**config.mk**
```make
export PLATFORM = sky130hd
export DESIGN_NAME = pc_sequencer
export DESIGN_NICKNAME = d
export VERILOG_FILES = /design/src/rtl/pc_sequencer.sv
export SDC_FILE = /design/constraint.sdc
export NUM_CORES = 1
export LEC_CHECK = 0
export CAP_MARGIN = 20
export CORE_ASPECT_RATIO = 1.2
export CORE_MARGIN = 2
export CORE_UTILIZATION = 35
export DETAILED_ROUTE_END_ITERATION = 7
export PLACE_DENSITY = 0.68
export SKIP_LAST_GASP = 1
export SYNTH_ARGS = -nofsm -noshare
export SYNTH_HDL_FRONTEND = slang
export SYNTH_SLANG_ARGS = --single-unit
```
**constraint.sdc**
```tcl
create_clock -name clk -period 2.1 [get_ports clk]
set_clock_uncertainty 0.15 [all_clocks]
set_input_delay 0.315 -clock clk [delete_from_list [all_inputs] [get_ports clk]]
set_output_delay 0.315 -clock clk [all_outputs]
set_load 0.05 [all_outputs]
```
**src/rtl/pc_sequencer.sv**
```systemverilog
// pc_sequencer: fetch-stage PC register applying the D-stage next-PC select, buffering redirects under stall.
// Optional feature: define PC_ALIGN_CHECK_EN to reject misaligned targets and pulse addr_err.
module pc_sequencer #(
    parameter logic [31:0] RESET_PC = 32'h0000_3000
) (
    input  logic        clk,
    input  logic        reset,
    input  logic        fetch_stall,
    input  logic [1:0]  pcsrc,
    input  logic [31:0] br_target,
    input  logic [31:0] j_target,
    input  logic [31:0] reg_target,
    output logic [31:0] pc_F,
    output logic [31:0] pc_plus4_F,
    output logic        redirect_pend,
    output logic        addr_err
);

    typedef enum logic [0:0] {
        ST_RUN  = 1'b0,
        ST_PEND = 1'b1
    } state_t;

    state_t      state_r;
    logic [31:0] pc_r;
    logic [31:0] pend_target_r;
    logic        redirect_pend_r;
    logic        addr_err_r;

    logic        redirect_s;
    logic        accept_s;
    logic        misaligned_s;
    logic [31:0] sel_target_s;
    logic [31:0] target_s;

    assign redirect_s = (pcsrc != 2'b00);

    // Pick the target addressed by the next-PC select
    always_comb begin
        sel_target_s = 32'h0000_0000;
        case (pcsrc)
            2'b01:   sel_target_s = br_target;
            2'b10:   sel_target_s = j_target;
            2'b11:   sel_target_s = reg_target;
            default: sel_target_s = 32'h0000_0000;
        endcase
    end

`ifdef PC_ALIGN_CHECK_EN
    // A misaligned target turns the cycle into a plain sequential/hold cycle
    always_comb begin
        target_s     = sel_target_s;
        misaligned_s = 1'b0;
        accept_s     = 1'b0;
        if (redirect_s && (sel_target_s[1:0] != 2'b00)) begin
            misaligned_s = 1'b1;
            accept_s     = 1'b0;
        end else begin
            misaligned_s = 1'b0;
            accept_s     = redirect_s;
        end
    end
`else
    // Without the check, word alignment is enforced by clearing the low bits
    always_comb begin
        target_s     = sel_target_s & 32'hFFFF_FFFC;
        misaligned_s = 1'b0;
        accept_s     = redirect_s;
    end
`endif

    // PC / pending-redirect state machine; a live redirect always beats the buffered one
    always_ff @(posedge clk or posedge reset) begin
        if (reset) begin
            state_r         <= ST_RUN;
            pc_r            <= RESET_PC;
            pend_target_r   <= 32'h0000_0000;
            redirect_pend_r <= 1'b0;
            addr_err_r      <= 1'b0;
        end else begin
            addr_err_r <= misaligned_s;
            case (state_r)
                ST_RUN: begin
                    if (!fetch_stall) begin
                        pc_r <= accept_s ? target_s : (pc_r + 32'd4);
                    end else if (accept_s) begin
                        pend_target_r   <= target_s;
                        redirect_pend_r <= 1'b1;
                        state_r         <= ST_PEND;
                    end else begin
                        state_r <= ST_RUN;
                    end
                end
                ST_PEND: begin
                    if (fetch_stall) begin
                        if (accept_s) begin
                            pend_target_r <= target_s;
                        end else begin
                            pend_target_r <= pend_target_r;
                        end
                    end else begin
                        pc_r            <= accept_s ? target_s : pend_target_r;
                        pend_target_r   <= 32'h0000_0000;
                        redirect_pend_r <= 1'b0;
                        state_r         <= ST_RUN;
                    end
                end
                default: begin
                    state_r         <= ST_RUN;
                    redirect_pend_r <= 1'b0;
                end
            endcase
        end
    end

    assign pc_F          = pc_r;
    assign pc_plus4_F    = pc_r + 32'd4;
    assign redirect_pend = redirect_pend_r;
    assign addr_err      = addr_err_r;

endmodule

```
# Word level (Yosys, flattened, before mapping)

Index checks and enable logic that the tools add are counted.
Widths: inputs -> output; s select.

Logic and storage cells: 33
Register bits: 66
Input port bits: 101

Reduce and logical (&&, ||, !) cells: 3
Add/sub/neg operators: 1
Equal/unequal tests: 7
Bitwise gates (word level): 1
Multiplexer cells: 17

Operators with widths:

| operator              | number |
|---|---|
| $mux 32               | 6 |
| $pmux 32 s2           | 2 |
| $pmux 32 s3           | 1 |
| $add 32x3->32 const B | 1 |
| $ne 2x2->1 const B    | 4 |
| $mux 1                | 6 |
| $eq 2x2->1 const B    | 2 |
| $pmux 1 s2            | 2 |
| $reduce_and 3->1      | 1 |
| $eq 2x1->1 const B    | 1 |
| $reduce_and 2->1      | 1 |
| $reduce_bool 2->1     | 1 |
| $not 1->1             | 1 |

# Depth between registers and ports, before layout

Word-level depth: 5
Mapped depth: 8
Mapped depth without buffers: 6

# Worst setup path before layout

No wires, ideal clock.

Path kind: reg2out
From: register pc_r[11], in the netlist pc_F[11]
To: output pc_plus4_F[31]
Stages on the path, launching flop included: 6
Path slack: -1.055 ns
Buffers on the path: 1
Data arrival time: 2.690 ns
Cells stage by stage: dfrtp_1 -> clkbuf_2 -> nand4_1 -> nor4_4 -> nand4_1 -> xnor2_1

Longest elaborated chain between the ends: 1

RTL lines:

| item                   | RTL line | text |
|---|---|---|
| start, declared        | 25       | `logic [31:0] pc_r;` |
| start signal, assigned | 85       | `pc_r <= accept_s ? target_s : (pc_r + 32'd4);` |
| start signal, assigned | 102      | `pc_r <= accept_s ? target_s : pend_target_r;` |
| $add 32x3->32          | 117      | `assign pc_plus4_F = pc_r + 32'd4;` |
| end, declared          | 14       | `output logic [31:0] pc_plus4_F,` |

No other way between the ends.

# Worst setup path in the final report

From: register pc_r[13], in the netlist pc_F[13]
To: output pc_plus4_F[23]

The elaborated chain is that of the path after synthesis.

==> results by group <==
Global routing
  • Largest net degree at the start of global routing: 67
  • Gr usage total: 0.2546
  • Vias in the first global route: between 5000 and 6000
  • Global-route wire length before repair: roughly 27000 um
  • GRT Residual Overflow: 0
  • Initial antenna violation count: 0

Synth
  • Syn Std Cell Area: 4452 um^2
  • Register bit total from synthesis: 66
  • Syn Area/Cell: 9.160 um^2
  • Post-synthesis sequential area ratio: 0.3716
  • Adder-Cell Fraction of Synth Area: 0.002811
  • Top cells by area, synth: dfrtp_1, a22o_1, mux2_2, mux4_2, xnor2_1
  • Simple-Gate Fraction of Synth Area: 0.1976
  • Most common cell in the synthesized netlist: dfrtp_1
  • Synth Flop Type: dfrtp_1
  • Post-synth EDFFs: 0
  • Compound-cell area share of the yosys netlist: 0.2136
  • Ys async rst share: 1.000
  • Cell taking the most area after synthesis: dfrtp_1
  • Portion of netlist area occupied by mux cells: 0.1071
  • Cell variety after synth: 60
  • XOR/XNOR Fraction of Synth Area: 0.05509
  • Syn_nets: 588
  • Largest family of logic cells by synthesized area: compound AO/OA/AOI/OAI gates
  • Share of the synthesized area in the top cell type: 0.3598
  • Post-synth top cells: dfrtp_1, nand2_1, o21ai_0, a22o_1, nor2_1
  • Yosys Warn Count: 0
  • Post-synthesis cell count: between 400 and 500

Drt
  • Drt wl/cell: 18.59 um
  • Initial DRT Pass Iterations: 5
  • DRC viols: 0
  • Drt initial violations: 392
  • Via/cell ratio: 5.479
  • Routed WL: 17090 um
  • DR vias: 5035
  • Antenna Nets Post-Route: 0

STA
  • Final period util: 1.251
  • Fmax: 380.7 MHz
  • Slew Viols, Final: 0
  • Final setup TNS: -10460 ps
  • Min Tclk post-route: 2627 ps
  • Least-Margin Pin Slew: 521.6 ps
  • Final setup fails: 34
  • Hold_ws: approximately 250 ps
  • RSZ-0062 raised after global routing: true
  • Setup slack after layout: -527.1 ps
  • Slew margin rel.: 0.6512
  • Final Hold Fails: 0

Min path
  • Hold WC Path Type: primary input to flop

Clock network
  • CTS tree: built
  • TritonCTS Sinks: 66
  • Root Buffer: clkbuf_16
  • H-tree depth: 3
  • TritonCTS buffer count: 9
  • Longest Clk Path Bufs: 2
  • Worst-path clk slew: 50 ps
  • Worst-Skew Late Latency: about 330 ps

Power and ir drop
  • VDD IR max: 0.4006 mV
  • Leakage: 0.003606 uW
  • Pwr Density: 697.6 nW/um^2
  • Tot Pwr: 5893 uW

Finish
  • Fin nets: 852
  • Layout cell share with drive strength beyond 1: 0.4344
  • Final Instance Count excl. Fillers: 919
  • Area growth, synth to finish: 89.77%
  • ANT cells: 0

Critical path
  • CP max-delay cell: dfstp_4
  • Critical Path AT: around 2200 ps
  • Critical path fanouts, max: 6
  • Setup crit start kind: flop
  • Worst Path Required: 1630 ps
  • Crit path largest cell delay: between 600 and 700 ps
  • CP endpoint kind: primary output
  • Crit-path cells: nand4_1, buf_6, nor4_4, buf_6, buf_12, nand2_8, nor2_4, xor2_4, buf_12
  • Crit path kind: flop to primary output

Die
  • Initial Util: 0.3546
  • Die Wd: 107.0 um
  • Num ports: 167
  • Total core area: 12560 um^2
  • Die Y: 127.5 um
  • Std-Cell Rows: 45
  • Die area: 13640 um^2

Place
  • I/O Buffers: 159
  • DP HPWL: 12650 um
  • Placer Congestion: 0.8832
  • Placed Instances: 877

Outcome
  • Failing checks: negative setup slack
  • Status: finished, violations left

Run
  • Max Cap Viol: 0
[path summary, 6_finish.rpt]
path                                        from                 to  slack, ps  depth (start not counted)
worst max-delay path                    pc_F[13]     pc_plus4_F[23]       -530                          9
worst min-delay path                 fetch_stall  pend_target_r[26]        250                          3
worst max register to register          pc_F[13]           pc_F[27]       -310                          9
worst min register to register  pend_target_r[4]   pend_target_r[4]        330                          2
max in group asynchronous                  reset           pc_F[19]       1180                          3
min in group asynchronous                  reset  pend_target_r[10]        260                          3
[flip-flops by register name (all words and copies together) (netlist names)]
name and cells:
pc_F 32, pend_target_r 32, state_r 1, redirect_pend 1
[layout by cell type, fill, tap and decap left out, types with 4 or more instances in the layout]
master / instances
clkbuf_16: 10
and3_4: 4
buf_12: 33
nor2_4: 4
nand4_1: 12
buf_4: 136
mux4_2: 8
and2_1: 4
mux2_2: 21
or4_1: 6
or3_1: 4
xnor2_4: 15
xor2_4: 5
mux2i_1: 6
dfrtp_1: 43
and3_1: 9
a21oi_1: 22
a22oi_1: 9
a22o_1: 33
nand3_1: 13
nor2_1: 25
nand2b_1: 10
o21ai_0: 32
o211ai_1: 6
nand3_4: 5
nand2_1: 41
xnor2_2: 5
inv_1: 11
clkdlybuf4s50_1: 97
o22ai_1: 4
buf_6: 26
dfrtp_2: 21
[stage by stage]
| step | setup WS, ps | area (um^2) | utilization |
|---|---|---|---|
| 2_1_floorplan | -530.6 | 4920 | - |
| 3_3_place_gp | -200.5 | 7585 | 0.6041 |
| 3_5_place_dp | -222.5 | 7585 | 0.6041 |
| 4_1_cts | -517.6 | 8262 | 0.6580 |
| 5_1_grt | -609.4 | 8448 | 0.6728 |
| 6_report | -527.1 | 8448 | 0.6728 |
[cell families after synthesis]
| logic type | after synthesis |
|---|---|
| compound gates | 138 |
| other cells | 1 |
| fa+ha+maj | 1 |
| mux | 35 |
| buf+inv | 55 |
| flops | 66 |
| xor+xnor | 28 |
| simple gates | 162 |
[critical path: cells and delay by family, from the launching register on]
kind                   cells  cell delay [ps]
AND/OR/NAND/NOR            4              470
XOR/XNOR                   1              180
buffers and inverters      4              570
flip-flops                 1              610
[metal layers]
layer  part of all wire  global-route usage  vias to the layer above
met4              0.022             0.08403                        0
met3              0.052             0.03878                       26
met5                  0                   0                        -
li1                   -                   -                     2342
met2               0.52              0.4451                      195
met1               0.41              0.3214                     2472
[final cells by class]
cell class                      count  area [um^2]
Clock buffer                       14        264.0
Inverter                           13        52.55
Fill cell                         973         4108
Tap cell                          164        205.2
Timing Repair Buffer              295         2980
Multi-Input combinational cell    365         3223
Sequential cell                    66         1688
Clock inverter                      2        35.03
[power by group]
part | switching, uW | total [uW] | internal, uW
combinational | 1500 | 2790 | 1290
clock | 547 | 1530 | 984
sequential | 133 | 1570 | 1440
[what timing repair did]
item,4_1_cts,5_1_grt
buffers inserted,20,9
gates cloned,0,0
gates resized for setup,47,31
pin swaps,29,22
hold buffers,0,0
setup endpoints to repair,32,43
endpoints found under the hold margin,0,0
No activity file was read; power rests on OpenSTA's default activity.
